**src/rtl/clock_display_scan.sv**
```systemverilog
// clock_display_scan: captures hour/min/sec, converts them to BCD and scans a 6-digit 7-segment display.
// Latency: load to committed digits = 7 core edges; the new value appears on seg_n on the following edge.
// Backpressure: none; a load while busy is dropped and the in-flight conversion continues untouched.
//
// Ports:
//   clk, rst            system clock, asynchronous active-high reset
//   load, hour/min/sec  one-cycle capture strobe and binary time fields
//   busy                high while a conversion is in flight
//   seg_n, dig_n, dp_n  active-low segments {g..a}, one-hot digit enable (bit 0 = sec ones), decimal point
//
// Optional feature: define CLOCK_DP_BLINK_EN to light the decimal points on digits 2 and 4
// whenever the last committed seconds value is even (separator blink). Undefined: dp_n is tied high.

module clock_display_scan #(
    parameter int SCAN_DIV  = 50000,
    parameter int CONV_BITS = 6
) (
    input  logic       clk,
    input  logic       rst,
    input  logic       load,
    input  logic [4:0] hour,
    input  logic [5:0] min,
    input  logic [5:0] sec,
    output logic       busy,
    output logic [6:0] seg_n,
    output logic [5:0] dig_n,
    output logic       dp_n
);

    localparam int CW = (CONV_BITS > 1) ? $clog2(CONV_BITS) : 1;
    localparam int PW = $clog2(SCAN_DIV);

    // Internal digit codes: 0..9 are decimal digits, plus two symbols.
    localparam logic [3:0] CODE_BLANK = 4'hA;
    localparam logic [3:0] CODE_DASH  = 4'hB;

    typedef enum logic [1:0] {
        ST_IDLE,
        ST_CONV,
        ST_DONE
    } state_t;

    state_t          state_q, state_d;
    logic [CW-1:0]   cnt_q, cnt_d;
    logic [5:0]      hr_bin_q, hr_bin_d;
    logic [5:0]      mn_bin_q, mn_bin_d;
    logic [5:0]      sc_bin_q, sc_bin_d;
    logic [7:0]      hr_bcd_q, hr_bcd_d;
    logic [7:0]      mn_bcd_q, mn_bcd_d;
    logic [7:0]      sc_bcd_q, sc_bcd_d;
    logic            hr_bad_q, hr_bad_d;
    logic            mn_bad_q, mn_bad_d;
    logic            sc_bad_q, sc_bad_d;
    logic [5:0][3:0] disp_q, disp_d;
    logic            busy_q, busy_d;

    logic [PW-1:0]   presc_q, presc_d;
    logic [2:0]      idx_q, idx_d;
    logic [6:0]      seg_n_q, seg_n_d;
    logic [5:0]      dig_n_q, dig_n_d;

    // One double-dabble iteration: add 3 to any nibble >= 5, then shift
    // {bcd, bin} left by one so the binary MSB enters the BCD LSB.
    function automatic logic [13:0] dd_step(input logic [7:0] bcd, input logic [5:0] bin);
        logic [7:0] adj;
        adj = bcd;
        if (adj[3:0] >= 4'd5) adj[3:0] = adj[3:0] + 4'd3;
        if (adj[7:4] >= 4'd5) adj[7:4] = adj[7:4] + 4'd3;
        return {adj[6:0], bin, 1'b0};
    endfunction

    function automatic logic [6:0] seg_decode(input logic [3:0] code);
        logic [6:0] s;
        case (code)
            4'd0:      s = 7'b1000000;
            4'd1:      s = 7'b1111001;
            4'd2:      s = 7'b0100100;
            4'd3:      s = 7'b0110000;
            4'd4:      s = 7'b0011001;
            4'd5:      s = 7'b0010010;
            4'd6:      s = 7'b0000010;
            4'd7:      s = 7'b1111000;
            4'd8:      s = 7'b0000000;
            4'd9:      s = 7'b0010000;
            CODE_DASH: s = 7'b0111111;
            default:   s = 7'b1111111;
        endcase
        return s;
    endfunction

`ifdef CLOCK_DP_BLINK_EN
    logic dp_arm_q, dp_arm_d;   // captured: sec in range and even
    logic dp_on_q,  dp_on_d;    // committed copy that drives the display
    logic dp_n_q,   dp_n_d;
`endif

    // ------------------------------------------------------------------
    // Capture / conversion / commit
    // ------------------------------------------------------------------
    always_comb begin
        state_d  = state_q;
        cnt_d    = cnt_q;
        hr_bin_d = hr_bin_q;
        mn_bin_d = mn_bin_q;
        sc_bin_d = sc_bin_q;
        hr_bcd_d = hr_bcd_q;
        mn_bcd_d = mn_bcd_q;
        sc_bcd_d = sc_bcd_q;
        hr_bad_d = hr_bad_q;
        mn_bad_d = mn_bad_q;
        sc_bad_d = sc_bad_q;
        disp_d   = disp_q;
`ifdef CLOCK_DP_BLINK_EN
        dp_arm_d = dp_arm_q;
        dp_on_d  = dp_on_q;
`endif

        case (state_q)
            ST_IDLE: begin
                if (load) begin
                    state_d  = ST_CONV;
                    cnt_d    = '0;
                    hr_bin_d = {1'b0, hour};
                    mn_bin_d = min;
                    sc_bin_d = sec;
                    hr_bcd_d = '0;
                    mn_bcd_d = '0;
                    sc_bcd_d = '0;
                    hr_bad_d = (hour > 5'd23);
                    mn_bad_d = (min  > 6'd59);
                    sc_bad_d = (sec  > 6'd59);
`ifdef CLOCK_DP_BLINK_EN
                    dp_arm_d = (sec <= 6'd59) && !sec[0];
`endif
                end
            end
            ST_CONV: begin
                {hr_bcd_d, hr_bin_d} = dd_step(hr_bcd_q, hr_bin_q);
                {mn_bcd_d, mn_bin_d} = dd_step(mn_bcd_q, mn_bin_q);
                {sc_bcd_d, sc_bin_d} = dd_step(sc_bcd_q, sc_bin_q);
                cnt_d = cnt_q + CW'(1);
                if (cnt_q == CW'(CONV_BITS - 1)) begin
                    state_d = ST_DONE;
                end
            end
            ST_DONE: begin
                disp_d[0] = sc_bad_q ? CODE_DASH : sc_bcd_q[3:0];
                disp_d[1] = sc_bad_q ? CODE_DASH : sc_bcd_q[7:4];
                disp_d[2] = mn_bad_q ? CODE_DASH : mn_bcd_q[3:0];
                disp_d[3] = mn_bad_q ? CODE_DASH : mn_bcd_q[7:4];
                disp_d[4] = hr_bad_q ? CODE_DASH : hr_bcd_q[3:0];
                disp_d[5] = hr_bad_q ? CODE_DASH : hr_bcd_q[7:4];
`ifdef CLOCK_DP_BLINK_EN
                dp_on_d   = dp_arm_q;
`endif
                state_d   = ST_IDLE;
            end
            default: begin
                state_d = ST_IDLE;
            end
        endcase

        busy_d = (state_d != ST_IDLE);
    end

    // ------------------------------------------------------------------
    // Digit scan. Segments are looked up for the index being entered so
    // dig_n and seg_n switch together on the same edge.
    // ------------------------------------------------------------------
    always_comb begin
        presc_d = presc_q + PW'(1);
        idx_d   = idx_q;
        if (presc_q == PW'(SCAN_DIV - 1)) begin
            presc_d = '0;
            idx_d   = (idx_q == 3'd5) ? 3'd0 : idx_q + 3'd1;
        end
        // disp_q (not disp_d): a fresh commit reaches the pins one edge later.
        seg_n_d = seg_decode(disp_q[idx_d]);
        dig_n_d = ~(6'b000001 << idx_d);
`ifdef CLOCK_DP_BLINK_EN
        dp_n_d  = !(dp_on_q && ((idx_d == 3'd2) || (idx_d == 3'd4)));
`endif
    end

    always_ff @(posedge clk or posedge rst) begin
        if (rst) begin
            state_q  <= ST_IDLE;
            cnt_q    <= '0;
            hr_bin_q <= '0;
            mn_bin_q <= '0;
            sc_bin_q <= '0;
            hr_bcd_q <= '0;
            mn_bcd_q <= '0;
            sc_bcd_q <= '0;
            hr_bad_q <= 1'b0;
            mn_bad_q <= 1'b0;
            sc_bad_q <= 1'b0;
            disp_q   <= {6{CODE_BLANK}};
            busy_q   <= 1'b0;
            presc_q  <= '0;
            idx_q    <= 3'd0;
            seg_n_q  <= 7'h7F;
            dig_n_q  <= 6'b111110;
`ifdef CLOCK_DP_BLINK_EN
            dp_arm_q <= 1'b0;
            dp_on_q  <= 1'b0;
            dp_n_q   <= 1'b1;
`endif
        end else begin
            state_q  <= state_d;
            cnt_q    <= cnt_d;
            hr_bin_q <= hr_bin_d;
            mn_bin_q <= mn_bin_d;
            sc_bin_q <= sc_bin_d;
            hr_bcd_q <= hr_bcd_d;
            mn_bcd_q <= mn_bcd_d;
            sc_bcd_q <= sc_bcd_d;
            hr_bad_q <= hr_bad_d;
            mn_bad_q <= mn_bad_d;
            sc_bad_q <= sc_bad_d;
            disp_q   <= disp_d;
            busy_q   <= busy_d;
            presc_q  <= presc_d;
            idx_q    <= idx_d;
            seg_n_q  <= seg_n_d;
            dig_n_q  <= dig_n_d;
`ifdef CLOCK_DP_BLINK_EN
            dp_arm_q <= dp_arm_d;
            dp_on_q  <= dp_on_d;
            dp_n_q   <= dp_n_d;
`endif
        end
    end

    assign busy  = busy_q;
    assign seg_n = seg_n_q;
    assign dig_n = dig_n_q;
`ifdef CLOCK_DP_BLINK_EN
    assign dp_n  = dp_n_q;
`else
    assign dp_n  = 1'b1;
`endif

endmodule

```
**config.mk**
```make
export PLATFORM = sky130hd
export DESIGN_NAME = clock_display_scan
export DESIGN_NICKNAME = d
export VERILOG_FILES = /design/src/rtl/clock_display_scan.sv
export SDC_FILE = /design/constraint.sdc
export NUM_CORES = 1
export LEC_CHECK = 0
export BUFFER_PORTS_ARGS = -buffer_cell sky130_fd_sc_hd__buf_4
export CELL_PAD_IN_SITES_DETAIL_PLACEMENT = 1
export CELL_PAD_IN_SITES_GLOBAL_PLACEMENT = 1
export CORE_MARGIN = 2
export CORE_UTILIZATION = 45
export CTS_CLUSTER_DIAMETER = 60
export CTS_CLUSTER_SIZE = 12
export DETAILED_ROUTE_END_ITERATION = 6
export GPL_ROUTABILITY_DRIVEN = 1
export GPL_TIMING_DRIVEN = 0
export PLACE_DENSITY = 0.8
export SYNTH_ARGS = -nofsm -noshare
export SYNTH_HDL_FRONTEND = slang
export SYNTH_SLANG_ARGS = --single-unit
export TNS_END_PERCENT = 30
```
**constraint.sdc**
```tcl
create_clock -name clk -period 4.6 [get_ports clk]
set_input_delay 0.69 -clock clk [delete_from_list [all_inputs] [get_ports clk]]
set_output_delay 0.69 -clock clk [all_outputs]
set_load 0.01 [all_outputs]
```
==> results of run 1 <==
## sequential cells by signal, indices dropped and copies added (netlist names), 2 cells and up
name / count
mn_bcd_q: 8
hr_bcd_q: 8
cnt_q: 3
sc_bin_q: 6
idx_q: 3
disp_q: 24
mn_bin_q: 6
presc_q: 16
state_q: 2
sc_bcd_q: 8
dig_n: 6
seg_n: 7
hr_bin_q: 6
## kinds of logic after synthesis
logic type | synth area share, %
adder cells (fa/ha/maj) | 4.87
flip-flops | 50.2
AND/OR/NAND/NOR | 18.7
multiplexers | 2.34
other | 0.0695
XOR/XNOR | 3.38
AO/OA/AOI/OAI | 16.0
buffers and inverters | 4.50
## final cells by class
| class | count | area, sq um | share of cell area, % |
|---|---|---|---|
| clock inverters | 7 | 76.3 | 1.24 |
| plain buffers | 31 | 158 | 2.56 |
| well taps | 147 | 184 | 2.99 |
| inverters | 22 | 87.6 | 1.42 |
| repair buffers | 34 | 275 | 4.47 |
| clock buffers | 9 | 225 | 3.66 |
| multi-input cells | 388 | 2450 | 39.7 |
| flip-flops and latches | 107 | 2710 | 43.9 |
## power by group through the flow
stage | registers (uW) | clock network [uW] | logic [uW]
2_1_floorplan | 1470 | 0 | 966
6_report | 1520 | 782 | 1320
3_5_place_dp | 1540 | 0 | 1330
3_3_place_gp | 1520 | 0 | 1250
4_1_cts | 1520 | 806 | 1340
5_1_grt | 1560 | 841 | 1510
## critical path, stage by stage (launching register included)
cell and delay (ns):
dfrtp_1 0.40, ha_1 0.23, and3_1 0.18, clkbuf_2 0.15
and4_1 0.23, buf_6 0.14, buf_12 0.14, a311oi_1 0.23
a21bo_2 0.26, a31oi_1 0.56, ha_1 0.26, inv_1 0.04
mux2_2 0.27, a2bb2oi_1 0.18
## synth_stat cells, types with 10 or more instances
cell / n
a21oi_1: 20
a31oi_1: 15
clkbuf_1: 21
dfrtp_1: 83
dfstp_2: 24
ha_1: 21
inv_1: 21
nand2_1: 77
nand2b_1: 16
nor2_1: 57
o21ai_0: 42
o22ai_1: 12
xnor2_1: 10
## through the flow
step,setup TNS (ns),worst slack [ns]
after floorplan,0,1.13
after global placement,-11.20,-0.140
after detailed placement,0,1.27
after CTS,0,1.24
after global routing,0,1.01
final,0,1.26
## layer usage
layer / wire (um) / vias to the layer above / GRT usage, %
met2: 6640 / 70 / 39.1
met4: 151 / 0 / 5.45
li1: - / 1983 / -
met3: 449 / 15 / 5.42
met1: 5580 / 2075 / 24.8
met5: 0 / - / 0
## cell usage in the layout (no fill, tap or decap), types with 5 or more instances in the layout
master / instances
mux2_2: 5
clkbuf_16: 9
dfstp_2: 24
dfrtp_1: 83
nor2b_1: 8
o31ai_1: 6
inv_1: 20
nor2_1: 57
xnor2_1: 10
buf_4: 35
a31oi_1: 15
clkbuf_1: 21
nand2_1: 77
nand2b_1: 16
xor2_1: 9
mux2i_1: 7
a21oi_1: 20
o21ai_0: 42
and3_1: 7
ha_1: 21
a32o_1: 7
o22ai_1: 12
nand3_1: 8
## final timing paths
| path | from | to | slack, ns | depth (start not counted) |
|---|---|---|---|---|
| max | presc_q[0] | seg_n[0] | 1.26 | 13 |
| min | rst | sc_bcd_q[5] | 0.42 | 2 |
| max reg2reg | presc_q[0] | seg_n[0] | 1.26 | 13 |
| min reg2reg | presc_q[0] | presc_q[0] | 0.46 | 1 |
| max in group asynchronous | rst | seg_n[4] | 3.42 | 3 |
| min in group clk | presc_q[0] | presc_q[0] | 0.46 | 1 |
==> results.toml, run 1 <==
[sta]
fmax_ghz = 0.299
finalHoldViolCount = 0
setup_viol = 0
holdWs_ns = 0.423
clock_skew_ns = 0.00676
worstMarginPinSlew_ns = 0.784
period_minus_slack_ns = 3.34
slew_violations = 0
relSlewSlack_pct = 47.8
period_share_pct = 72.6
grt_setup_unrepaired = "false"

[clocking]
root_buffer = "clkbuf_16"
clockBufferDepth = 2
cts_tree = "built"
cts_sinks = 107
post_cts_buffers = 0
cts_max_level = 3
insertion_delay_ns = 0.36
cts_buffers = 9
clk_pin_slew_worst_paths_ns = 0.07
ctsHoldBuffers = 0
ctsResizeCount = 0

[synthesis]
syn_area_per_cell_sq_um = 9.85
yosysUniqueCellTypes = 63
async_flop_share_pct = 100
yosysWarnings = 0
synth_nets = 589
synthTopCellsByArea = "dfrtp_1 (38%), dfstp_2 (12%), nand2_1 (5.4%)"
yosysSeqAreaShare_pct = 50.2
synth_top_area_share_pct = 38.5
syn_area_sq_mm = 0.00540
synth_seq_cells = 107
yosysTopAreaCell = "dfrtp_1"
synthFlopType = "dfrtp_1"
synth-edff-count = 0
synthCells = 548

[placement]
portBuffers = 33
numPlacedInstances = 729
place_area_sq_mm = 0.00586
routabilityCongestion = 0.843
post-dp-hpwl_mm = 9.29

[flow_run]
maxCapViolations = 0

[setup_path]
start_kind = "register"
worst_ep_arrival_time_ns = 3.62
path_class = "register to register"
crit_path_end_kind = "register"
path_max_fanout = 10
cp.required_ns = 4.88

[route]
vias = 4143
drc = 0
first_pass_iters = 4
routedWlPerCell_um = 17.2
final_antenna_net_count = 0
drt_iter0_drc = 223
via_per_inst = 5.56
totalWireLength_mm = 12.8

[floorplanning]
core_area_sq_mm = 0.0119
die_y_um = 114
row_count = 40
io_pins = 35
start_util_pct = 45.5
dieWidth_um = 114
die_area_sq_mm = 0.0129

[global_route]
antenna_found_initial = 0
grt_pass1_wl_mm = 21.6
grt_pass1_vias = 4394
track_usage_pct = 21.3
grt_max_degree = 60
overflow = 0

[power_and_ir_drop]
p_leak_uw = 0.00271
p_sw_share_pct = 37.6
switching_power_uw = 1360
power_uw = 3620
pwr-share-comb_pct = 36.4
ir_drop_mv = 0.277
pwr-share-clk_pct = 21.6
p_per_area_mw_per_mm2 = 588
seq_power_share_pct = 42.0
internal_power_uw = 2260

[finish]
antennaDiodeCount = 0
drive_above_1_share_pct = 16.6
nets = 634
finish.utilization_pct = 51.9
fin_area_sq_mm = 0.00616
areaGrowthSynthToFinish_pct = 14.1
fillers = 1347
fin_cells = 745

[status]
outcome = "finished clean"

[min_path]
hp-class = "input port to asynchronous set/reset pin"
Note: power is estimated with default switching activity, not from simulation.
==> run 2: changes to the inputs <==
--- a/config.mk
+++ b/config.mk
@@ -5,6 +5,7 @@
 export SDC_FILE = /design/constraint.sdc
 export NUM_CORES = 1
 export LEC_CHECK = 0
+export ABC_AREA = 1
 export BUFFER_PORTS_ARGS = -buffer_cell sky130_fd_sc_hd__buf_4
 export CELL_PAD_IN_SITES_DETAIL_PLACEMENT = 1
 export CELL_PAD_IN_SITES_GLOBAL_PLACEMENT = 1
@@ -15,7 +16,7 @@
 export DETAILED_ROUTE_END_ITERATION = 6
 export GPL_ROUTABILITY_DRIVEN = 1
 export GPL_TIMING_DRIVEN = 0
-export PLACE_DENSITY = 0.8
+export PLACE_DENSITY = 0.82
 export SYNTH_ARGS = -nofsm -noshare
 export SYNTH_HDL_FRONTEND = slang
 export SYNTH_SLANG_ARGS = --single-unit
==> constraint.sdc (replaced) <==
create_clock -name clk -period 3.2 [get_ports clk]
set_input_delay 0.48 -clock clk [delete_from_list [all_inputs] [get_ports clk]]
set_output_delay 0.48 -clock clk [all_outputs]
set_load 0.01 [all_outputs]
==> run 2 against run 1 <==
  * Clock-buffer cell count stayed put
  * Final area is 1.1% higher
  * Critical path type unchanged
  * Die area is 1.5% higher
  * Sequential cell count stayed put
  * Worst hold slack worse by 0.22 ns
  * Sequential power is 45% higher
  * Register-to-register slack worse by 0.56 ns
  * Largest power group is now combinational logic
  * Worst setup slack worse by 0.56 ns
  * First-iteration DRC count is 20% lower
  * Critical path depth is 4 higher
==> results.toml, run 2 <==
[route]
drc = 0
vias = 4557
routedWlPerCell_um = 16.1
final_antenna_net_count = 0
first_pass_iters = 5
via_per_inst = 5.37
drt_iter0_drc = 179
totalWireLength_mm = 13.7

[sta]
period_minus_slack_ns = 2.50
setup_tns_ns = 0
clock_skew_ns = 0.00806
holdWs_ns = 0.205
finalHoldViolCount = 0
relSlewSlack_pct = 57.5
period_share_pct = 78.2
grt_setup_unrepaired = "false"
setup_viol = 0
worst_slack_ns = 0.698
fmax_ghz = 0.400
slew_violations = 0
worstMarginPinSlew_ns = 0.636

[floorplanning]
row_count = 40
io_pins = 35
die_area_sq_mm = 0.0131
die_y_um = 114
core_area_sq_mm = 0.0120
start_util_pct = 45.8
dieWidth_um = 114

[power_and_ir_drop]
p_leak_uw = 0.00299
p_per_area_mw_per_mm2 = 885
ir_drop_mv = 0.406

[synthesis]
yosysSeqAreaShare_pct = 49.4
synth_seq_cells = 107
yosysUniqueCellTypes = 41
synth_simple_gate_area_share_pct = 21.7
synthTopCellsByArea = "dfrtp_1 (38%), dfstp_2 (12%), nand2_1 (7.7%)"
yosysMostFrequentCell = "nand2_1"
async_flop_share_pct = 100
synth-edff-count = 0
synth_compound_area_share_pct = 14.3
yosysTopAreaCell = "dfrtp_1"
syn_area_sq_mm = 0.00548
yosysWarnings = 0
synthAdderAreaFrac_pct = 4.79
synthCells = 650
synthXorXnorAreaFrac_pct = 0.959
synth_top_area_share_pct = 37.9
syn_area_per_cell_sq_um = 8.43
synth_mux_area_share_pct = 0.183
synth_top_family_by_area = "simple AND/OR/NAND/NOR gates"
synth_nets = 691
synthFlopType = "dfrtp_1"
synth_commonest_cells = "nand2_1 (112), inv_1 (90), dfrtp_1 (83)"

[finish]
drive_above_1_share_pct = 17.4
nets = 737
largest_reg_flops = 24
largestRegisters = "disp_q (24), presc_q (16)"
largest_register = "disp_q"
fin_area_sq_mm = 0.00623
antennaDiodeCount = 0
finish.utilization_pct = 52.1
areaGrowthSynthToFinish_pct = 13.6
final_common_cell = "nand2_1"
final_cell_mix = "nand2_1 (112), inv_1 (89), dfrtp_1 (83)"

[setup_path]
worst_ep_arrival_time_ns = 2.80
path_class = "register to register"
path_common_cell = "nand2_1"
rr_endpoint = "seg_n[3]"
r2r-start = "presc_q[0]"
max_stage_delay_ns = 0.38
path_max_fanout = 10
r2r_setup_slack_ns = 0.70
cp.required_ns = 3.50
start_kind = "register"
cpLargestDelayFamily = "simple AND/OR/NAND/NOR gates"
crit_path_end_kind = "register"
reg2regPathDepth = 17
crit_slowest_cell = "dfrtp_1"
crit_chain = "ha_1, nand3_2, nor2_4, nand2_4, nand2_4, nand2_4, buf_8, nand2_1, nand3_1, nand2_1, nand2_1, nand2_1, inv_1, ha_1, nand2_1, nand3_1, nand2_1"
path_buf_inv = 2

[global_route]
antenna_found_initial = 0
overflow = 0
track_usage_pct = 22.8
grt_max_degree = 43
grt_pass1_wl_mm = 23.5
grt_pass1_vias = 4882

[placement]
place_area_sq_mm = 0.00596
dp_slack_ns = 0.676
portBuffers = 33
post-dp-hpwl_mm = 10.1
routabilityCongestion = 0.789

[flow_run]
maxCapViolations = 0

[clocking]
clk_pin_slew_worst_paths_ns = 0.07
insertion_delay_ns = 0.36
ctsHoldBuffers = 0
cts_buffers = 9
cts_tree = "built"
clockBufferDepth = 2
root_buffer = "clkbuf_16"
cts_sinks = 107
ctsResizeCount = 0
cts_max_level = 3
post_cts_buffers = 0

[min_path]
hp-class = "input port to asynchronous set/reset pin"

[status]
outcome = "finished clean"
[run 2: kinds of logic after synthesis]
kind of cell             Yosys count
other                              1
AO/OA/AOI/OAI                    135
buffers and inverters            117
multiplexers                       1
XOR/XNOR                           6
flip-flops                       107
AND/OR/NAND/NOR                  262
adder cells (fa/ha/maj)           21
[run 2: area by class of cell]
cell class	count	area [sq um]
Multi-Input combinational cell	426	2300
Inverter	97	372
Clock buffer	9	225
Timing Repair Buffer	35	288
Sequential cell	107	2710
Tap cell	147	184
Buffer	20	101
Clock inverter	7	45.0
Fill cell	1460	5740
[run 2: report_power, final]
part / internal (uW) / total [uW] / switching, uW
clock network: 524 / 1050 / 522
registers: 1930 / 2200 / 272
logic: 777 / 2260 / 1490
[run 2: per-layer routing]
layer | track usage [%] | up-vias | routed length [um]
met3 | 2.81 | 13 | 350
met4 | 8.46 | 0 | 195
li1 | - | 2203 | -
met2 | 41.7 | 66 | 7120
met1 | 27.4 | 2275 | 6000
met5 | 0 | - | 0
[run 2: worst max-delay path by stage]
stage,start,end,slack [ns],depth (start not counted)
6_report,presc_q[0],seg_n[3],0.70,17
3_3_place_gp,rst,dig_n[0],0.73,2
3_5_place_dp,presc_q[0],seg_n[3],0.68,16
2_1_floorplan,presc_q[0],seg_n[3],1.06,15
4_1_cts,presc_q[0],seg_n[3],0.65,16
5_1_grt,presc_q[0],seg_n[3],0.45,16
[run 2: through the flow]
| step | cells | total power, uW |
|---|---|---|
| after global placement | 830 | 4270 |
| after detailed placement | 832 | 4490 |
| after CTS | 848 | 5560 |
| after global routing | 848 | 5990 |
| final | 848 | 5510 |
| after floorplan | 650 | 3730 |
